===== config.mk =====
export PLATFORM = sky130hd
export DESIGN_NAME = counter_sweep_ctrl_flat
export DESIGN_NICKNAME = d
export VERILOG_FILES = /design/src/rtl/counter_sweep_ctrl_if.sv /design/src/rtl/counter_sweep_ctrl.sv /design/src/flat_wrapper.sv
export SDC_FILE = /design/constraint.sdc
export NUM_CORES = 1
export LEC_CHECK = 0
export ABC_AREA = 1
export BUFFER_PORTS_ARGS = -buffer_cell sky130_fd_sc_hd__clkbuf_2
export CELL_PAD_IN_SITES_DETAIL_PLACEMENT = 1
export CELL_PAD_IN_SITES_GLOBAL_PLACEMENT = 2
export CORE_MARGIN = 2
export CORE_UTILIZATION = 29
export DETAILED_ROUTE_END_ITERATION = 7
export GPL_ROUTABILITY_DRIVEN = 1
export PLACE_DENSITY = 0.81
export SYNTH_ARGS = -nofsm -noshare
export SYNTH_HDL_FRONTEND = slang
export SYNTH_SLANG_ARGS = --single-unit

===== constraint.sdc =====
create_clock -name clk -period 1.51 [get_ports clk]
set_input_delay 0.302 -clock clk [delete_from_list [all_inputs] [get_ports clk]]
set_output_delay 0.302 -clock clk [all_outputs]
set_load 0.005 [all_outputs]

===== src/rtl/counter_sweep_ctrl_if.sv =====
// Control, counter-feedback, counter-drive and status signals of the sweep controller.
// master drives the controller inputs; slave is the controller itself.
interface counter_sweep_ctrl_if #(
  parameter int unsigned N  = 3,
  parameter int unsigned DW = 8
);
  logic          start;
  logic          stop;
  logic          preset_load;
  logic [N-1:0]  preset;
  logic [DW-1:0] dwell;
  logic          max_tick;
  logic          min_tick;
  logic          syn_clr;
  logic          load;
  logic          en;
  logic          up;
  logic [N-1:0]  d;
  logic          busy;
  logic          sweep_done;
  logic [7:0]    sweep_cnt;

  modport master (
    output start, stop, preset_load, preset, dwell, max_tick, min_tick,
    input  syn_clr, load, en, up, d, busy, sweep_done, sweep_cnt
  );

  modport slave (
    input  start, stop, preset_load, preset, dwell, max_tick, min_tick,
    output syn_clr, load, en, up, d, busy, sweep_done, sweep_cnt
  );
endinterface


===== src/rtl/counter_sweep_ctrl.sv =====
// Drives an external up/down counter through repeated 0 -> max -> 0 sweeps,
// pausing a programmable number of cycles at each end and counting sweeps.
module counter_sweep_ctrl #(
  parameter int unsigned N  = 3,
  parameter int unsigned DW = 8
) (
  input logic                  clk,
  input logic                  reset,
  counter_sweep_ctrl_if.slave  bus
);

  typedef enum logic [2:0] {
    StIdle,
    StClear,
    StUp,
    StDwellHi,
    StDown,
    StDwellLo
  } state_e;

  state_e        state_q;
  logic          load_q;
  logic [N-1:0]  d_q;
  logic          sweep_done_q;
  logic [7:0]    sweep_cnt_q;
  logic [DW-1:0] dwell_q;
  logic          en;

  always_ff @(posedge clk or posedge reset) begin
    if (reset) begin
      state_q      <= StIdle;
      load_q       <= 1'b0;
      d_q          <= '0;
      sweep_done_q <= 1'b0;
      sweep_cnt_q  <= '0;
      dwell_q      <= '0;
    end else begin
      load_q       <= 1'b0;
      sweep_done_q <= 1'b0;
      if (bus.stop) begin
        state_q <= StIdle;
      end else begin
        unique case (state_q)
          StIdle: begin
            if (bus.start) begin
              state_q <= StClear;
            end else if (bus.preset_load) begin
              load_q <= 1'b1;
              d_q    <= bus.preset;
            end
          end
          StClear: begin
            sweep_cnt_q <= '0;
            state_q     <= StUp;
          end
          StUp: begin
            if (bus.max_tick) begin
              if (bus.dwell == '0) begin
                state_q <= StDown;
              end else begin
                dwell_q <= bus.dwell;
                state_q <= StDwellHi;
              end
            end
          end
          StDwellHi: begin
            // dwell_q holds the remaining cycles including this one
            dwell_q <= dwell_q - 1'b1;
            if (dwell_q == DW'(1)) state_q <= StDown;
          end
          StDown: begin
            if (bus.min_tick) begin
              sweep_done_q <= 1'b1;
              sweep_cnt_q  <= sweep_cnt_q + 8'd1;
              if (bus.dwell == '0) begin
                state_q <= StUp;
              end else begin
                dwell_q <= bus.dwell;
                state_q <= StDwellLo;
              end
            end
          end
          StDwellLo: begin
            dwell_q <= dwell_q - 1'b1;
            if (dwell_q == DW'(1)) state_q <= StUp;
          end
          default: state_q <= StIdle;
        endcase
      end
    end
  end

  // Enable is gated by the end ticks so the counter can never wrap.
  always_comb begin
    en = 1'b0;
    case (state_q)
      StUp:    en = !bus.max_tick && !bus.stop;
      StDown:  en = !bus.min_tick && !bus.stop;
      default: en = 1'b0;
    endcase
  end

  assign bus.en         = en;
  assign bus.syn_clr    = (state_q == StClear);
  assign bus.up         = !((state_q == StDown) || (state_q == StDwellHi));
  assign bus.busy       = (state_q != StIdle);
  assign bus.load       = load_q;
  assign bus.d          = d_q;
  assign bus.sweep_done = sweep_done_q;
  assign bus.sweep_cnt  = sweep_cnt_q;

endmodule

===== src/flat_wrapper.sv =====
// flat-port wrapper written by rule: the top's interface ports become plain ports
module counter_sweep_ctrl_flat 
#(
  parameter int unsigned N  = 3,
  parameter int unsigned DW = 8
)
  (clk, reset, bus_start, bus_stop, bus_preset_load, bus_preset, bus_dwell, bus_max_tick, bus_min_tick, bus_syn_clr, bus_load, bus_en, bus_up, bus_d, bus_busy, bus_sweep_done, bus_sweep_cnt);
  counter_sweep_ctrl_if #(.N(N), .DW(DW)) bus_i ();
  input logic clk;
  input logic reset;
  input wire logic [$bits(bus_i.start)-1:0] bus_start;
  input wire logic [$bits(bus_i.stop)-1:0] bus_stop;
  input wire logic [$bits(bus_i.preset_load)-1:0] bus_preset_load;
  input wire logic [$bits(bus_i.preset)-1:0] bus_preset;
  input wire logic [$bits(bus_i.dwell)-1:0] bus_dwell;
  input wire logic [$bits(bus_i.max_tick)-1:0] bus_max_tick;
  input wire logic [$bits(bus_i.min_tick)-1:0] bus_min_tick;
  output wire logic [$bits(bus_i.syn_clr)-1:0] bus_syn_clr;
  output wire logic [$bits(bus_i.load)-1:0] bus_load;
  output wire logic [$bits(bus_i.en)-1:0] bus_en;
  output wire logic [$bits(bus_i.up)-1:0] bus_up;
  output wire logic [$bits(bus_i.d)-1:0] bus_d;
  output wire logic [$bits(bus_i.busy)-1:0] bus_busy;
  output wire logic [$bits(bus_i.sweep_done)-1:0] bus_sweep_done;
  output wire logic [$bits(bus_i.sweep_cnt)-1:0] bus_sweep_cnt;
  assign bus_i.start = bus_start;
  assign bus_i.stop = bus_stop;
  assign bus_i.preset_load = bus_preset_load;
  assign bus_i.preset = bus_preset;
  assign bus_i.dwell = bus_dwell;
  assign bus_i.max_tick = bus_max_tick;
  assign bus_i.min_tick = bus_min_tick;
  assign bus_syn_clr = bus_i.syn_clr;
  assign bus_load = bus_i.load;
  assign bus_en = bus_i.en;
  assign bus_up = bus_i.up;
  assign bus_d = bus_i.d;
  assign bus_busy = bus_i.busy;
  assign bus_sweep_done = bus_i.sweep_done;
  assign bus_sweep_cnt = bus_i.sweep_cnt;
  counter_sweep_ctrl #(.N(N), .DW(DW)) u_core (.clk(clk), .reset(reset), .bus(bus_i));
endmodule

* Word level (Yosys, flattened, before mapping) *
Cells that the tools add are included.

word-level totals
  logic and storage cells = 63
  flip-flop bits (word level) = 24
  output and inout port bits = 17
  bits of input ports = 18

operators by class
  equal/unequal tests = 13
  $add $sub $neg = 2
  bitwise gates (word level) = 2
  muxes and demuxes = 23
  reduce and logical (&&, ||, !) cells = 17

operators with widths
  operator                                                             count
  8-bit two-way mux                                                    4
  3-bit two-way mux                                                    8
  8-bit case mux with 3 select lines                                   1
  3-bit case mux with 6 select lines                                   1
  8-bit case mux with 2 select lines                                   1
  3-bit != test (second input constant)                                3
  8-bit by 1-bit adder with 8-bit output (second input constant)       1
  8-bit by 1-bit == test with 1-bit output (second input constant)     1
  8-bit logical NOT                                                    1
  4-bit AND reduction                                                  2
  8-bit by 1-bit subtractor with 8-bit output (second input constant)  1
  1-bit two-way mux                                                    7
  3-bit by 2-bit == test with 1-bit output (second input constant)     2
  3-bit == test (second input constant)                                2
  3-bit by 2-bit != test with 1-bit output (second input constant)     2
  3-bit nonzero test                                                   2
  5-bit AND reduction                                                  1
  1-bit logical NOT                                                    4
  2-bit != test (second input constant)                                2
  3-bit by 1-bit == test with 1-bit output (second input constant)     1
  3-bit logical NOT                                                    1
  3-bit AND reduction                                                  1
  1-bit logical AND                                                    2
  1-bit inverter                                                       2
  4 further kinds                                                      4

* Depth between registers and ports, before layout *
Gate-level depths: netlist of run 1.

  depth in word-level cells = 5
  depth in mapped cells = 10
  gate-level depth less buffers = 10

* Worst setup path before layout of run 1 *
Ideal clock, no wire load.

  path kind = register to output
  start = register u_core.state_q[0]
  end = output bus_en
  required time = 1.208 ns
  cell stages (with the launch flop) = 7
  path slack = 0.127 ns
  arrival = 1.081 ns
  path buffers = 1
  cell sequence = dfrtp_1 -> nor3_2 -> buf_6 -> nand2_2 -> nand2_1 -> inv_1 -> nor2_1

between the ends
  cells in the longest elaborated chain, start to end = 2
  elaborated cells between the ends (all ways) = 3
  those cells by class = eq/ne: 2; mux: 1

ends and longest elaborated chain
  element                                                                           line                      RTL
  start, declared                                                                   counter_sweep_ctrl.sv:21  state_e state_q;
  start signal, assigned                                                            counter_sweep_ctrl.sv:31  state_q <= StIdle;
  start signal, assigned                                                            counter_sweep_ctrl.sv:41  state_q <= StIdle;
  start signal, assigned                                                            counter_sweep_ctrl.sv:46  state_q <= StClear;
  3-bit == test / 3-bit by 2-bit == test with 1-bit output (equally long branches)  counter_sweep_ctrl.sv:96  case (state_q)
  1-bit case mux with 2 select lines *                                              counter_sweep_ctrl.sv:96
  end, declared                                                                     flat_wrapper.sv:20        output wire logic [$bits(bus_i.en)-1:0] bus_en;

Mark *: on every way between the ends. The rest lies on a longest branch, timed or not.

* Worst setup path after layout of run 1 *
Ends and elaborated chain as after synthesis.

==> impl_metrics.tcl, run 1 <==
set metrics [dict create \
    status "complete, but fails checks" \
    failed_checks "negative setup slack" \
    path_max_fanout 4 \
    synthCells 244 \
    grt_start_max_net_pins 25 \
    skew_ns 0.0103 \
    worstPathArrival_ns 1.43 \
    grt_pass1_wl_um 7990 \
    ys_top_cells_by_area "dfrtp_1 37%, nand2_1 20%, nand3_1 11%" \
    cts.sinks 24 \
    clk_pin_slew_ns 0.09 \
    critPathMostFrequentCell "nand2_1" \
    rsz0062_at_grt "true" \
    slowest_delay_ns 0.45 \
    crit_start "u_core.state_q[0]" \
    gp_congestion 0.826 \
    antennaDiodeCount 0 \
    reg2reg_depth 9 \
    start_kind "flip-flop" \
    min_period_ns 1.73 \
    tritoncts "done" \
    fin_nets 332 \
    synth_compound_area_share_pct 5.50 \
    final_layout_size_suffix_gt1_share_pct 42.7 \
    place_area_um2 1950 \
    wirelength_um 5300 \
    grt-ovfl-total 0 \
    synth_top_family_by_area "simple AND/OR/NAND/NOR gates" \
    relSlewSlack_pct 78.6 \
    first_iter_violations 50 \
    portBuffers 34 \
    ios 35 \
    setup_ws_ns -0.224 \
    core-area_um2 5440 \
    synthAdderAreaFrac_pct 2.32 \
    route.antenna.remaining_nets 0 \
    ff2ff_setup_slack_ns -0.04 \
    vdd_drop_max_uv 644 \
    start_util_pct 29.7 \
    synth_top_area_cell "dfrtp_1" \
    max-cap-violations 0 \
    viasPerCell 4.64 \
    end_kind "output port" \
    num_vias 1767 \
    rows 27 \
    worst-setup-path-type "reg -> out" \
    required_ns 1.21 \
    fin_crit_sh_pct 115 \
    fmax_ghz 0.577 \
    hold_viol 0 \
    grt_pass1_vias 1747 \
    dpl.hpwl_um 3580 \
    root_buffer "clkbuf_8" \
    syn-num-nets 265 \
    setup_viol 8 \
    r2r-end "u_core.bus.sweep_cnt[4]" \
    die_y_um 78.6 \
    syn_area_per_cell_um2 6.62 \
    htreeDepth 1 \
    p_per_area_nw_per_um2 1340 \
    synth_seq_cells 24 \
    stdcell_area_um2 2430 \
    routedWlPerCell_um 13.9 \
    crit_chain "buf_4 > nor3_4 > nand2_1 > nand2_1 > inv_2 > nor2_2 > buf_2" \
    die_x_um 78.6 \
    power_mw 3.27 \
    layout_commonest_cell "nand2_1" \
    area_growth_pct 50.6 \
    hold_class "in -> async" \
    tightestPinTransition_ns 0.321 \
    cts_made_buffers 3 \
    synth.distinct_cells 24 \
    grt_antenna_before_repair 0 \
    clk_latency_ns 0.27 \
    drt_pass1_iterations 4 \
    postCtsHoldBufs 0 \
    synth_mux_area_share_pct 0 \
    cts_buffer_depth 2 \
    final_cell_mix "69 x nand2_1, 33 x clkbuf_2, 30 x inv_1, 26 x nand3_1, 20 x dfrtp_1" \
    drc 0 \
    netlist.area_leader.share_pct 37.2 \
    crit_slowest_cell "dfrtp_2" \
    r2r_start "u_core.state_q[1]" \
    final_util_pct 44.7 \
    final_cells 381 \
    p_leak_nw 1.26 \
    grt_usage_pct 16.1 \
    synth-simple-area-share_pct 44.7 \
    dieArea_um2 6180 \
    yosysSeqAreaShare_pct 37.2 \
    drv_slew 0 \
    synthesis.area_um2 1620 \
    placed_cells 360 \
    synth-xor-area-share_pct 0.542 \
    yosys_warnings 0 \
    holdWs_ns 0.0613 \
]
==> through the flow <==
stage | TNS [ns] | worst slack (ns)
2_1_floorplan | 0 | 0.127
3_3_place_gp | 0 | 0.00943
3_5_place_dp | -0.111 | -0.0523
4_1_cts | -0.355 | -0.198
5_1_grt | -2.15 | -0.317
6_report | -0.534 | -0.224
==> worst max-delay path, delay by kind of cell, from the launching register on <==
family / cells / cell delay (ns)
buffers and inverters: 3 / 0.32
flip-flops: 1 / 0.45
AND/OR/NAND/NOR: 4 / 0.40
==> cells in the mapped netlist (all sizes together) <==
| cell type | n |
|---|---|
| ha | 3 |
| xnor2 | 1 |
| o21ai | 12 |
| nor2 | 26 |
| inv | 38 |
| o21bai | 2 |
| nor3 | 2 |
| a21oi | 2 |
| and3 | 1 |
| dfrtp | 24 |
| buf | 1 |
| nand3b | 1 |
| nand3 | 36 |
| nand4 | 3 |
| clkinv | 1 |
| nand2 | 91 |
==> state kept, by name, indices dropped and copies added, names as in the netlist <==
register               count
u_core.bus.sweep_cnt       8
u_core.dwell_q             8
u_core.bus.d               3
u_core.state_q             3
u_core.bus.load            1
u_core.bus.sweep_done      1
==> metal layers <==
metal / part of all wire (%) / global-route usage, % / up-vias
met4: 1.3 / 3.68 / 0
met5: 0 / 0 / -
met1: 45 / 21.6 / 830
li1: - / - / 905
met2: 51 / 27.4 / 26
met3: 2.6 / 2.30 / 6
==> worst max path at each step <==
stage | end | depth (start not counted)
floorplan | bus_en | 6
global placement | bus_en | 6
detailed placement | u_core.bus.sweep_cnt[4] | 8
CTS | bus_en | 6
global route | bus_en | 7
finish | bus_en | 7
==> report_power, final <==
group	leakage (nW)	switching [mW]	total, mW	internal, mW
registers	0.309	0.202	1.03	0.830
clock network	0.0216	0.203	0.381	0.179
logic	0.932	1.10	1.86	0.751
total	1.26	1.51	3.27	1.76
==> cell type report <==
class	count	area [um2]
clock buffers	3	41.3
fillers	695	3010
inverters	39	161
multi-input cells	181	1120
flip-flops and latches	24	606
well taps	72	90.1
repair buffers	62	414
==> repair_timing <==
item                                    4_1_cts  5_1_grt
endpoints found under the setup margin       16       21
buffers inserted                              9       11
cloned                                        1        0
gates resized for setup                      21       68
pin swaps                                     6       30
endpoints found under the hold margin         0        0
==> kinds of logic (layout without fill, tap and decap cells) <==
group,count (synthesis),after routing
buffers and inverters,40,104
AO/OA/AOI/OAI,16,16
adder cells (fa/ha/maj),3,3
AND/OR/NAND/NOR,160,161
flip-flops,24,24
XOR/XNOR,1,1
Power figures use the tool's default switching activity.
==> run 2, diff against run 1 <==
--- a/config.mk
+++ b/config.mk
@@ -9,8 +9,10 @@
 export BUFFER_PORTS_ARGS = -buffer_cell sky130_fd_sc_hd__clkbuf_2
 export CELL_PAD_IN_SITES_DETAIL_PLACEMENT = 1
 export CELL_PAD_IN_SITES_GLOBAL_PLACEMENT = 2
+export CORE_ASPECT_RATIO = 1.25
 export CORE_MARGIN = 2
 export CORE_UTILIZATION = 29
+export CTS_CLUSTER_DIAMETER = 120
 export DETAILED_ROUTE_END_ITERATION = 7
 export GPL_ROUTABILITY_DRIVEN = 1
 export PLACE_DENSITY = 0.81
==> constraint.sdc (replaced) <==
create_clock -name clk -period 1.51 [get_ports clk]
set_input_delay 0.151 -clock clk [delete_from_list [all_inputs] [get_ports clk]]
set_output_delay 0.151 -clock clk [all_outputs]
set_load 0.005 [all_outputs]
==> run 2 against run 1 <==
Compared with the run above: the run still ends with negative setup slack left; die area about the same; sequential power about the same; cell area decreased by 4.9%; non-clock buffer count increased by 3; via count increased by 0.96%; power decreased by 0.31%; combinational power decreased by 9.7%; wire length decreased by 6.3%; first-iteration DRC count increased by 10%; highest routed layer unchanged.
==> impl_metrics.tcl, run 2 (synthesis gave the netlist of run 1 again) <==
set metrics [dict create \
    status "complete, but fails checks" \
    failed_checks "negative setup slack" \
    drt_pass1_iterations 4 \
    cts_made_buffers 3 \
    fin_crit_sh_pct 106 \
    required_ns 1.36 \
    min_period_ns 1.60 \
    end_kind "output port" \
    hold_viol 0 \
    power_mw 3.26 \
    final_cell_mix "81 x nand2_1, 33 x nand3_1, 33 x clkbuf_2, 31 x inv_1, 24 x buf_4" \
    routedWlPerCell_um 13.2 \
    grt-ovfl-total 0 \
    die_x_um 70.8 \
    setup_ws_ns -0.0935 \
    drv_slew 0 \
    rows 30 \
    ios 35 \
    fmax_ghz 0.624 \
    fin_nets 334 \
    gp_congestion 0.818 \
    multi_input_area_um2 970 \
    dpl.hpwl_um 3790 \
    antennaDiodeCount 0 \
    crit_start "u_core.state_q[0]" \
    num_vias 1784 \
    tightestPinTransition_ns 0.356 \
    register_area_um2 603 \
    viasPerCell 4.74 \
    core-area_um2 5410 \
    root_buffer "clkbuf_8" \
    final_layout_size_suffix_gt1_share_pct 33.3 \
    fillers 721 \
    setup_viol 4 \
    htreeDepth 1 \
    route.antenna.remaining_nets 0 \
    start_util_pct 29.9 \
    start_kind "flip-flop" \
    grt_start_max_net_pins 25 \
    cts_buffer_depth 2 \
    clk_pin_slew_ns 0.09 \
    relSlewSlack_pct 76.1 \
    die_y_um 87.4 \
    worst-setup-path-type "reg -> out" \
    grt_pass1_vias 1844 \
    grt_antenna_before_repair 0 \
    wirelength_um 4960 \
    stdcell_area_um2 2310 \
    cts.sinks 24 \
    max-cap-violations 0 \
    drc 0 \
    place_area_um2 1940 \
    portBuffers 34 \
    p_leak_nw 1.27 \
    layout_commonest_cell "nand2_1" \
    grt_usage_pct 16.6 \
    hp-start "bus_preset[1]" \
    grt_pass1_wl_um 8270 \
    hold_class "in -> reg" \
    r2r_start "u_core.state_q[1]" \
    rsz0062_at_grt "true" \
    area_growth_pct 43.1 \
    tritoncts "done" \
    final_util_pct 42.8 \
    dieArea_um2 6190 \
    clk_latency_ns 0.27 \
    path_max_fanout 5 \
    skew_ns 0.00499 \
    first_iter_violations 55 \
    worstPathArrival_ns 1.45 \
    p_per_area_nw_per_um2 1410 \
    vdd_drop_max_uv 601 \
]
## run 2: changes by cell type in the layout (fill, tap and decap cells not counted), moves of 3 or more
| cell | before | now |
|---|---|---|
| buf_4 | 19 | 24 |
| buf_6 | 9 | 5 |
| nand2_1 | 69 | 81 |
| nand2_2 | 17 | 4 |
| nand3_1 | 26 | 33 |
| nand3_2 | 7 | 1 |
| nor2_4 | 7 | 2 |
| o21ai_0 | 3 | 6 |
| o21ai_2 | 4 | 1 |
## run 2: where the power goes
| part | switching, mW | total (mW) | internal, mW |
|---|---|---|---|
| Combinational | 0.986 | 1.68 | 0.699 |
| Clock | 0.222 | 0.577 | 0.355 |
| Sequential | 0.169 | 0.997 | 0.827 |
| Total | 1.38 | 3.26 | 1.88 |
## run 2: layout make-up
class / count / share of cell area (%)
tap: 64 / 3.46
sequential: 24 / 26.1
clock buffer: 3 / 1.79
inverter: 39 / 6.55
clock inverter: 1 / 1.30
multi-input combinational: 180 / 41.9
timing repair buffer: 65 / 18.9
## run 2: worst paths after layout
kind | endpoint | slack, ns | cells past startpoint
min reg2reg | u_core.dwell_q[1] | 0.48 | 2
min in group asynchronous | u_core.bus.sweep_cnt[7] | 0.45 | 4
max reg2reg | u_core.state_q[0] | -0.06 | 9
max in group asynchronous | u_core.state_q[1] | 0.80 | 4
max | bus_en | -0.09 | 7
min | u_core.bus.d[1] | 0.07 | 3
## run 2: through the flow
stage	cells	hold slack, ns	setup WS [ns]	TNS, ns
2_1_floorplan	244	0.166	0.213	0
5_1_grt	376	0.0719	-0.217	-1.42
6_report	376	0.0709	-0.0935	-0.216
3_3_place_gp	353	0.207	-0.0398	-0.0442
3_5_place_dp	353	0.203	0.000440	0
4_1_cts	367	0.0676	-0.0553	-0.0553
## run 2: repair_timing
action,in CTS,in global routing
gates resized for setup,4,36
setup endpoints to repair,4,21
pin swaps,3,10
buffers inserted,9,9
hold buffers,1,0
hold endpoints to repair,24,0
## run 2: critical path, cell delays in order, from the launching register on
cell     delay [ns]
dfrtp_2        0.47
nor3_4         0.24
buf_6          0.14
nand2_4        0.05
nand2_2        0.05
inv_2          0.04
nor2_2         0.08
buf_2          0.11
## run 2: routing by layer
layer / GRT usage (%) / vias up / part of all wire (%)
met5: 0 / - / 0
li1: - / 898 / -
met4: 4.63 / 0 / 1.5
met2: 30.9 / 34 / 53
met3: 3.24 / 7 / 4.1
met1: 19.3 / 845 / 42
